## src/rtl/pipeline_stall_controller.sv

```systemverilog
// Stall/flush controller for a 5-stage pipeline with a waiting data-memory port.
// Define STALL_PERF_CNT_EN to build the saturating stall-cycle counter behind StallCnt_o.
module pipeline_stall_controller #(
   parameter int TIMEOUT = 255,
   parameter int CNT_W   = 16
) (
   input  logic             clk_i,
   input  logic             rst_i,
   input  logic             LoadUse_i,
   input  logic             Flush_i,
   input  logic             MemReq_i,
   input  logic             MemAck_i,
   output logic             PC_En_o,
   output logic             IF_ID_En_o,
   output logic             IF_ID_Flush_o,
   output logic             ID_EX_En_o,
   output logic             ID_EX_Bubble_o,
   output logic             EX_MEM_En_o,
   output logic             MEM_WB_En_o,
   output logic             MEM_WB_Bubble_o,
   output logic [1:0]       State_o,
   output logic             Err_o,
   output logic [CNT_W-1:0] StallCnt_o
);

   typedef enum logic [1:0] {RUN = 2'b00, MEMW = 2'b01} state_t;

   localparam logic [7:0] TIMEOUT_C = 8'(TIMEOUT);

   state_t     state_q, state_d;
   logic [7:0] wcnt_q, wcnt_d;
   logic       err_q, err_d;
   logic       hz_en;

   always_ff @(posedge clk_i) begin
      if (rst_i) begin
         state_q <= RUN;
         wcnt_q  <= 8'd0;
         err_q   <= 1'b0;
      end else begin
         state_q <= state_d;
         wcnt_q  <= wcnt_d;
         err_q   <= err_d;
      end
   end

   always_comb begin
      state_d         = state_q;
      wcnt_d          = wcnt_q;
      err_d           = err_q;
      hz_en           = 1'b0;
      PC_En_o         = 1'b1;
      IF_ID_En_o      = 1'b1;
      IF_ID_Flush_o   = 1'b0;
      ID_EX_En_o      = 1'b1;
      ID_EX_Bubble_o  = 1'b0;
      EX_MEM_En_o     = 1'b1;
      MEM_WB_En_o     = 1'b1;
      MEM_WB_Bubble_o = 1'b0;

      case (state_q)
         RUN: begin
            if (MemReq_i && !MemAck_i) begin
               PC_En_o         = 1'b0;
               IF_ID_En_o      = 1'b0;
               ID_EX_En_o      = 1'b0;
               EX_MEM_En_o     = 1'b0;
               MEM_WB_En_o     = 1'b0;
               MEM_WB_Bubble_o = 1'b1;
               state_d         = MEMW;
               wcnt_d          = 8'd1;
            end else begin
               hz_en = 1'b1;
            end
         end
         MEMW: begin
            // Ack beats timeout when both land in the same cycle.
            if (MemAck_i) begin
               state_d = RUN;
               wcnt_d  = 8'd0;
               hz_en   = 1'b1;
            end else if (wcnt_q == TIMEOUT_C) begin
               err_d           = 1'b1;
               MEM_WB_Bubble_o = 1'b1;
               state_d         = RUN;
               wcnt_d          = 8'd0;
            end else begin
               PC_En_o         = 1'b0;
               IF_ID_En_o      = 1'b0;
               ID_EX_En_o      = 1'b0;
               EX_MEM_En_o     = 1'b0;
               MEM_WB_En_o     = 1'b0;
               MEM_WB_Bubble_o = 1'b1;
               wcnt_d          = wcnt_q + 8'd1;
            end
         end
         default: begin
            state_d = RUN;
            wcnt_d  = 8'd0;
         end
      endcase

      // Load-use wins over flush; the branch is re-evaluated once the stall clears.
      if (hz_en) begin
         if (LoadUse_i) begin
            PC_En_o        = 1'b0;
            IF_ID_En_o     = 1'b0;
            ID_EX_Bubble_o = 1'b1;
         end else if (Flush_i) begin
            IF_ID_Flush_o = 1'b1;
         end
      end

      if (rst_i) begin
         PC_En_o         = 1'b0;
         IF_ID_En_o      = 1'b0;
         ID_EX_En_o      = 1'b0;
         EX_MEM_En_o     = 1'b0;
         MEM_WB_En_o     = 1'b0;
         IF_ID_Flush_o   = 1'b1;
         ID_EX_Bubble_o  = 1'b1;
         MEM_WB_Bubble_o = 1'b1;
      end
   end

   assign State_o = state_q;
   assign Err_o   = err_q;

`ifdef STALL_PERF_CNT_EN
   logic [CNT_W-1:0] cnt_q;

   always_ff @(posedge clk_i) begin
      if (rst_i) begin
         cnt_q <= '0;
      end else if (!PC_En_o && (cnt_q != {CNT_W{1'b1}})) begin
         cnt_q <= cnt_q + 1'b1;
      end
   end

   assign StallCnt_o = cnt_q;
`else
   assign StallCnt_o = '0;
`endif

endmodule

```

## config.mk

```make
export PLATFORM = sky130hd
export DESIGN_NAME = pipeline_stall_controller
export DESIGN_NICKNAME = d
export VERILOG_FILES = /design/src/rtl/pipeline_stall_controller.sv
export SDC_FILE = /design/constraint.sdc
export NUM_CORES = 1
export LEC_CHECK = 0
export ABC_AREA = 0
export CORE_UTILIZATION = 39
export DETAILED_ROUTE_END_ITERATION = 8
export GPL_ROUTABILITY_DRIVEN = 0
export PLACE_DENSITY = 0.87
export SLEW_MARGIN = 20
export SYNTH_ARGS = -nofsm -noshare
export SYNTH_HDL_FRONTEND = slang
export SYNTH_SLANG_ARGS = --single-unit
```

## constraint.sdc

```tcl
create_clock -name clk_i -period 2.3 [get_ports clk_i]
set_clock_uncertainty 0.1 [all_clocks]
set_input_delay 0.345 -clock clk_i [delete_from_list [all_inputs] [get_ports clk_i]]
set_output_delay 0.345 -clock clk_i [all_outputs]
set_load 0.005 [all_outputs]
```

# After elaboration in Yosys (flattened, before gate mapping)
# Cells that the tools add are included.
[totals]
regBits = 11
input_bits = 6
output_inout_bits = 27
wordCells = 43
[classes]
n_addsub = 1
n_eq_ne = 4
mux = 29
bitwise = 1
reduce_logical = 5
[op_table]
columns = ["op", "count"]
rows = [
  ["2-to-1 mux 8 bit", 3],
  ["2-to-1 mux 1 bit", 18],
  ["one-hot mux 8 bit (2 select lines)", 1],
  ["adder 8 x 1 -> 8 bit (second input constant)", 1],
  ["== test 8 bit (second input constant)", 1],
  ["2-to-1 mux 2 bit", 3],
  ["one-hot mux 1 bit (2 select lines)", 3],
  ["one-hot mux 2 bit (2 select lines)", 1],
  ["inequality test 3 bit (second input constant)", 1],
  ["AND reduction 3 bit", 1],
  ["== test 2 x 1 -> 1 bit (second input constant)", 1],
  ["logical NOT 2 bit", 1],
  ["inequality test 2 bit (second input constant)", 1],
  ["AND reduction 2 bit", 1],
  ["logical AND 1 bit", 1],
  ["logical NOT 1 bit", 1],
  ["inverter 1 bit", 1],
]

# Depth between registers and ports, before layout
# Gate-level depths: netlist of run 1.
[depth]
depth_word = 7
mapped_depth = 6
depth_no_buf = 5

# Worst setup path after synthesis of run 1
# OpenSTA, ideal clock, no wires.
[synth_path]
kind = "register to output"
start = "register wcnt_q[0]"
end = "output ID_EX_En_o"
arrival_time_ns = 1.332
t_required_ns = 1.855
setup_slack_ns = 0.523
path_stages_with_launch = 7
path_buffers = 1
path_cell_list = "dfxtp_1 -> ha_1 -> nand4_1 -> nor2_1 -> a21oi_1 -> nor2_1 -> buf_4"
[synth_via]
elab_chain_cells = 5
[synth_rtl]
columns = ["element", "line", "rtl"]
rows = [
  ["start: declaration", "31", "logic [7:0] wcnt_q, wcnt_d;"],
  ["start signal: assignment", "42", "wcnt_q <= wcnt_d;"],
  ["== test 8 bit", "82", "end else if (wcnt_q == TIMEOUT_C) begin"],
  ["2-to-1 mux 1 bit (2 in series)", "--", ""],
  ["one-hot mux 1 bit (2 select lines)", "--", ""],
  ["2-to-1 mux 1 bit", "--", ""],
  ["end: declaration", "16", "output logic ID_EX_En_o,"],
]
# Every way passes these cells.

# Worst setup path in the final report of run 1
[layout_path]
start = "register wcnt_q[1]"
end = "output IF_ID_En_o"
[layout_via]
elab_chain_cells = 7
[layout_rtl]
columns = ["element", "line", "rtl"]
rows = [
  ["== test 8 bit (*)", "82", ""],
  ["2-to-1 mux 1 bit (*)", "82", ""],
  ["2-to-1 mux 1 bit (*)", "78", "if (MemAck_i) begin"],
  ["one-hot mux 1 bit (2 select lines) (*)", "61", "case (state_q)"],
  ["2-to-1 mux 1 bit", "105", "if (LoadUse_i) begin"],
  ["2-to-1 mux 1 bit (*)", "104", "if (hz_en) begin"],
  ["2-to-1 mux 1 bit (*)", "114", "if (rst_i) begin"],
  ["end: declaration", "14", "output logic IF_ID_En_o,"],
]
# Every way passes the cells marked *; elsewhere a longest branch is shown, timed or not.

==> results of run 1 <==
critical path, stage by stage, from the launching register on:
cell and delay (ns):
sky130_fd_sc_hd__dfxtp_2 0.35, sky130_fd_sc_hd__ha_1 0.18, sky130_fd_sc_hd__nand4_1 0.14, sky130_fd_sc_hd__nor2_2 0.18, sky130_fd_sc_hd__a21oi_2 0.09, sky130_fd_sc_hd__nor2_1 0.15
sky130_fd_sc_hd__buf_4 0.13, sky130_fd_sc_hd__dlygate4sd2_1 0.23
layout make-up:
class / instances / area (sq um) / share of cell area [%]
Clock buffer: 3 / 22.52 / 2.609
Sequential cell: 10 / 201.4 / 23.33
Inverter: 1 / 3.754 / 0.4348
Multi-Input combinational cell: 72 / 409.1 / 47.39
Timing Repair Buffer: 22 / 196.4 / 22.75
Tap cell: 24 / 30.03 / 3.478
cells in the final DEF (no fill, tap or decap), types with 2 or more instances in the layout:
master and count:
sky130_fd_sc_hd__conb_1 17, sky130_fd_sc_hd__clkdlybuf4s50_1 10, sky130_fd_sc_hd__dfxtp_1 9, sky130_fd_sc_hd__nor2_1 9
sky130_fd_sc_hd__a21oi_1 8, sky130_fd_sc_hd__buf_4 7, sky130_fd_sc_hd__dlygate4sd2_1 5, sky130_fd_sc_hd__nand3_1 3
sky130_fd_sc_hd__nor2b_1 3, sky130_fd_sc_hd__o21ai_0 3, sky130_fd_sc_hd__clkbuf_4 3, sky130_fd_sc_hd__nand2b_1 2
sky130_fd_sc_hd__nand4_1 2, sky130_fd_sc_hd__and2b_2 2, sky130_fd_sc_hd__nand2_1 2, sky130_fd_sc_hd__nor3_1 2
state kept, by name, indices dropped and copies added (netlist names):
| name | count |
|---|---|
| State_o | 1 |
| wcnt_q | 8 |
| Err_o | 1 |
metal layers:
layer | up-vias | share of wire (%)
li1 | 318 | -
met3 | 2 | 6.2
met4 | 0 | 1.5
met5 | - | 0
met2 | 31 | 50
met1 | 308 | 42
power by group:
group	leakage, uW	switching [uW]	internal (uW)
registers	0.0000814	2.72	176
clock network	0.0000138	62.6	60.7
logic	0.000288	33.6	36.0
total	0.000383	98.9	272
cell families after synthesis:
kind of cell               Yosys count  share of synthesized area [%]
buffers and inverters               22                          22.62
and+or+nand+nor                     32                          25.68
DFF                                 10                          28.73
AOI/OAI and AO/OA                   22                          20.65
other                                1                         0.5381
adders and majority gates            1                          1.795
path summary, 6_finish.rpt:
check	depth (start not counted)	slack, ns	endpoint	startpoint
setup reg to reg	5	0.72	wcnt_q[3]$_SDFFE_PP0P_	wcnt_q[1]$_SDFFE_PP0P_
hold / removal	2	0.37	Err_o$_SDFFE_PP0P_	Err_o$_SDFFE_PP0P_
hold reg to reg	2	0.37	Err_o$_SDFFE_PP0P_	Err_o$_SDFFE_PP0P_
setup / recovery	7	0.13	IF_ID_En_o	wcnt_q[1]$_SDFFE_PP0P_
repair_timing:
item,4_1_cts,5_1_grt
pin swaps,3,2
buffers inserted,2,1
resized for setup,7,2
endpoints found under the setup margin,5,1
hold buffers,0,0
metrics by stage:
stage,hold slack (ns),instances,util [%]
2_1_floorplan,0.3166,104,-
3_3_place_gp,0.3608,126,51.02
3_5_place_dp,0.3675,126,51.02
4_1_cts,0.3783,131,53.22
5_1_grt,0.4045,132,54.16
6_report,0.3702,132,54.16
==> flow_summary.toml, run 1 <==
[setup_path]
cp_data_arrival_time_ns = 1.72
critPathRequiredTime_ns = 1.86
timing.setup.critical_path_class = "reg -> out"
critPathLaunchType = "flip-flop"
worstPathMaxFanout = 5
endpoint_kind = "output pin"

[routing]
drt-wirelength-per-cell_um = 12.12
num_vias = 659
vias_per_cell = 4.992
drt_pass1_iterations = 6
drt_drc_violations_left = 0
routed_wirelength_um = 1600
ant_nets = 0
drt_iter0_drc = 23

[grt]
grt_start_max_net_pins = 13
total_congestion_overflow_after_global_routing = 0
busiest_layer = "met2"
groute.layer.met2.usage_pct = 27.65
track_usage_pct = 17.62
groute.layer.met1.usage_pct = 21.20
met3_usage_pct = 4.490
first_pass_grt_wire_length_um = 2504
antenna_found_initial = 0
grt_pass1_vias = 599

[clock_tree]
cts_inserted_buffers = 3
htreeDepth = 1
clock_latency_ns = 0.27
cts_tree = "done"
worst_setup_hold_path_clk_slew_ns = 0.06
clock_sinks = 10
cts_root_buf = "sky130_fd_sc_hd__clkbuf_4"
clock_path_buffers = 2

[yosys]
synth-seq-cells = 10
gate_count_post_synth = 88
synth-seq-area-share_pct = 28.73
yosysUniqueCellTypes = 32
synth_edf_count = 0
proportion_of_register_bits_with_asynchronous_set_or_reset_after_synthesis_pct = 0
synth_top_area_share_pct = 28.73
synth.cell_area_sq_um = 696.9
synth-main-ff-cell = "sky130_fd_sc_hd__dfxtp_1"
synth.largest_area_cell = "sky130_fd_sc_hd__dfxtp_1"
yosys_warnings = 0
netlist_top_cells_area = "sky130_fd_sc_hd__dfxtp_1, sky130_fd_sc_hd__buf_4, sky130_fd_sc_hd__a21oi_1, sky130_fd_sc_hd__nor2_1, sky130_fd_sc_hd__nor2b_1"
netlist_top_cells_count = "sky130_fd_sc_hd__buf_4, sky130_fd_sc_hd__dfxtp_1, sky130_fd_sc_hd__nor2_1"
synth_most_common_cell = "sky130_fd_sc_hd__buf_4"
synth_area_per_cell_sq_um = 7.920

[timing]
timing.fmax_mhz = 461.2
hold_violations = 0
post-route-min-period_ns = 2.168
timing.setup.tns_ns = 0
slew_viol_final = 0
layout_setup_ws_ns = 0.1316
rsz_0062_raised_after_global_routing = "no"
setup-violations-final = 0
layout_worst_path_cycle_share_pct = 94.28

[floorplan]
rows = 14
fp.dieH_um = 44.27
starting_utilization_of_the_core_area_pct = 43.72
top_level_ports = 33
floorplan.die_area_sq_mm = 0.001960
fp.coreArea_sq_mm = 0.001594
die_width_um = 44.27

[finish]
fill_count = 167
post-route-cell-area_sq_um = 863.3
final_layout_size_suffix_gt1_share_pct = 17.59
layout-area-overhead-vs-synth_pct = 23.88
num-nets-final = 117
diodes = 0

[place]
pre_cts_slack_ns = -0.003039
dp_hpwl_um = 1150
placed_area_sq_um = 813.3
portBuffers = 15

[pwr]
totalPowerFinal_uw = 371.3
power.leakage_uw = 0.0003828
ir_drop_mv = 0.1667
power-per-cell-area_mw_per_mm2 = 430.1

[min_path]
min-delay-path-class = "reg -> reg"

[job]
cap_violations = 0

[run_status]
status = "finished, final reports clean"
Power figures use the tool's default switching activity.
==> run 2, diff against run 1 <==
--- a/config.mk
+++ b/config.mk
@@ -9,2 +9,3 @@
 export CORE_UTILIZATION = 39
+export CTS_CLUSTER_SIZE = 10
 export DETAILED_ROUTE_END_ITERATION = 8
@@ -12,2 +13,3 @@
 export PLACE_DENSITY = 0.87
+export RECOVER_POWER = 25
 export SLEW_MARGIN = 20
==> constraint.sdc (replaced) <==
create_clock -name clk_i -period 2.3 [get_ports clk_i]
set_clock_uncertainty 0.1 [all_clocks]
set_input_delay 0.46 -clock clk_i [delete_from_list [all_inputs] [get_ports clk_i]]
set_output_delay 0.46 -clock clk_i [all_outputs]
set_load 0.005 [all_outputs]
==> run 2 against run 1 <==
Register-to-register slack got worse by 0.17 ns. Utilization increased by 4.3 points. Critical path depth decreased by 2. Count of clock-buffer cells in the layout increased by 1. Clock power increased by 33%. Cell area increased by 8.0%.
==> flow_summary.toml, run 2 (synthesized netlist as in run 1, its figures left out) <==
[floorplan]
floorplan.die_area_sq_mm = 0.001960
fp.dieH_um = 44.27
rows = 14
starting_utilization_of_the_core_area_pct = 43.72
die_width_um = 44.27
fp.coreArea_sq_mm = 0.001594
top_level_ports = 33

[pwr]
ir_drop_mv = 0.2601
power.combinational.fraction_pct = 17.7
power-per-cell-area_mw_per_mm2 = 446.2
power.clock.fraction_pct = 39.3
netSwitchingPower_uw = 105.6
switching_share_pct = 25.38
power_frac_seq_pct = 43.0
power.leakage_uw = 0.0004190
internal-power_uw = 310.4

[clock_tree]
clock_latency_ns = 0.27
htreeDepth = 1
cts_inserted_buffers = 3
cts_tree = "done"
cts_root_buf = "sky130_fd_sc_hd__clkbuf_4"
clock_sinks = 10
clock_path_buffers = 2
worst_setup_hold_path_clk_slew_ns = 0.07
number_of_buffers_added_to_fix_hold_violations_after_cts = 0

[place]
portBuffers = 15
dp_hpwl_um = 1180
dpl.cell_count = 130
pre_cts_slack_ns = -0.2478

[run_status]
status = "finished, final reports clean"

[setup_path]
endpoint_kind = "output pin"
endpoint_of_the_worst_slack_reg_to_reg_timing_path = "wcnt_q[3]$_SDFFE_PP0P_"
worstPathMaxFanout = 3
r2r.worst_path.cells = 6
crit_path_end = "IF_ID_Flush_o"
cp_data_arrival_time_ns = 1.70
timing.critical_path.from = "MemAck_i"
timing.setup.critical_path_class = "in -> out"
minimum_setup_slack_among_reg_to_reg_paths_ns = 0.55
critPathLaunchType = "primary input"
critPathRequiredTime_ns = 1.74
worst_r2r_startpoint = "wcnt_q[0]$_SDFFE_PP0P_"

[finish]
top_register = "wcnt_q"
final_cell_mix = "sky130_fd_sc_hd__conb_1, sky130_fd_sc_hd__buf_4, sky130_fd_sc_hd__dfxtp_1, sky130_fd_sc_hd__nor2_1, sky130_fd_sc_hd__a21oi_1"
final_layout_size_suffix_gt1_share_pct = 22.12
diodes = 0
largest_register_ff_count = 8
final-instance-count-excl-fill = 137
layout-area-overhead-vs-synth_pct = 33.75
num-nets-final = 121
final_common_cell = "sky130_fd_sc_hd__conb_1"

[min_path]
min-delay-path-class = "reg -> reg"
worstHoldStart = "Err_o$_SDFFE_PP0P_"

[grt]
busiest_layer = "met2"
first_pass_grt_wire_length_um = 2456
total_congestion_overflow_after_global_routing = 0
grt_pass1_vias = 596
track_usage_pct = 17.19
antenna_found_initial = 0
groute.layer.met2.usage_pct = 29.41
grt_start_max_net_pins = 12
groute.layer.met1.usage_pct = 17.66
met3_usage_pct = 7.347

[routing]
num_vias = 672
drt_iter0_drc = 15
routed_wirelength_um = 1548
drt_pass1_iterations = 6
drt-wirelength-per-cell_um = 11.30
ant_nets = 0
drt_drc_violations_left = 0
vias_per_cell = 4.905

[timing]
hold_violations = 0
slew_viol_final = 0
setup-violations-final = 0
holdWs_ns = 0.3849
timing.fmax_mhz = 441.6
layout_setup_ws_ns = 0.03568
layout_worst_path_cycle_share_pct = 98.45
post-route-min-period_ns = 2.264

[job]
cap_violations = 0
-- run 2: routing by layer --
metal | part of all wire (%) | wire length (um)
met3 | 8.8 | 136
met5 | 0 | 0
met4 | 1.8 | 28
met1 | 37 | 574
met2 | 52 | 809
-- run 2: power by group through the flow --
stage	clock network [uW]	logic, uW	registers, uW
3_3_place_gp	0	71.7	182
4_1_cts	167	68.8	178
5_1_grt	174	81.6	179
2_1_floorplan	0	55.2	182
3_5_place_dp	0	73.9	182
6_report	163	73.5	179
-- run 2: critical path: stages --
cell,delay [ns]
sky130_fd_sc_hd__clkdlybuf4s50_1,0.42
sky130_fd_sc_hd__o21bai_4,0.20
sky130_fd_sc_hd__buf_4,0.15
sky130_fd_sc_hd__a31o_2,0.23
sky130_fd_sc_hd__dlygate4sd2_1,0.25
-- run 2: stage by stage --
stage                     cell area [sq um]  power, uW  TNS (ns)  util, %
after floorplan                       757.0      237.7         0        -
final                                 932.1      415.9         0    58.48
after global routing                  932.1      434.8  -0.02307    58.48
after detailed placement              843.3      255.7    -1.315    52.90
after global placement                843.3      253.4   -0.8409    52.90
after CTS                             884.6      413.4   -0.2209    55.49
-- run 2: cell type report --
class,count,area (sq um)
inverters,1,3.754
well taps,24,30.03
clock buffers,4,36.28
multi-input cells,72,431.7
fillers,153,661.9
repair buffers,26,227.7
flip-flops and latches,10,202.7
-- run 2: timing repair --
item                                    in CTS  in global routing
pin swaps                                    0                  3
resized for setup                            9                 10
cloned                                       0                  0
setup buffers                                1                  2
endpoints found under the setup margin       8                  5
-- run 2: worst min-delay path by stage --
| stage | depth (start not counted) | end |
|---|---|---|
| after floorplan | 2 | Err_o$_SDFFE_PP0P_ |
| after global placement | 2 | Err_o$_SDFFE_PP0P_ |
| after detailed placement | 2 | Err_o$_SDFFE_PP0P_ |
| after CTS | 2 | Err_o$_SDFFE_PP0P_ |
| after global routing | 2 | Err_o$_SDFFE_PP0P_ |
| final | 2 | Err_o$_SDFFE_PP0P_ |
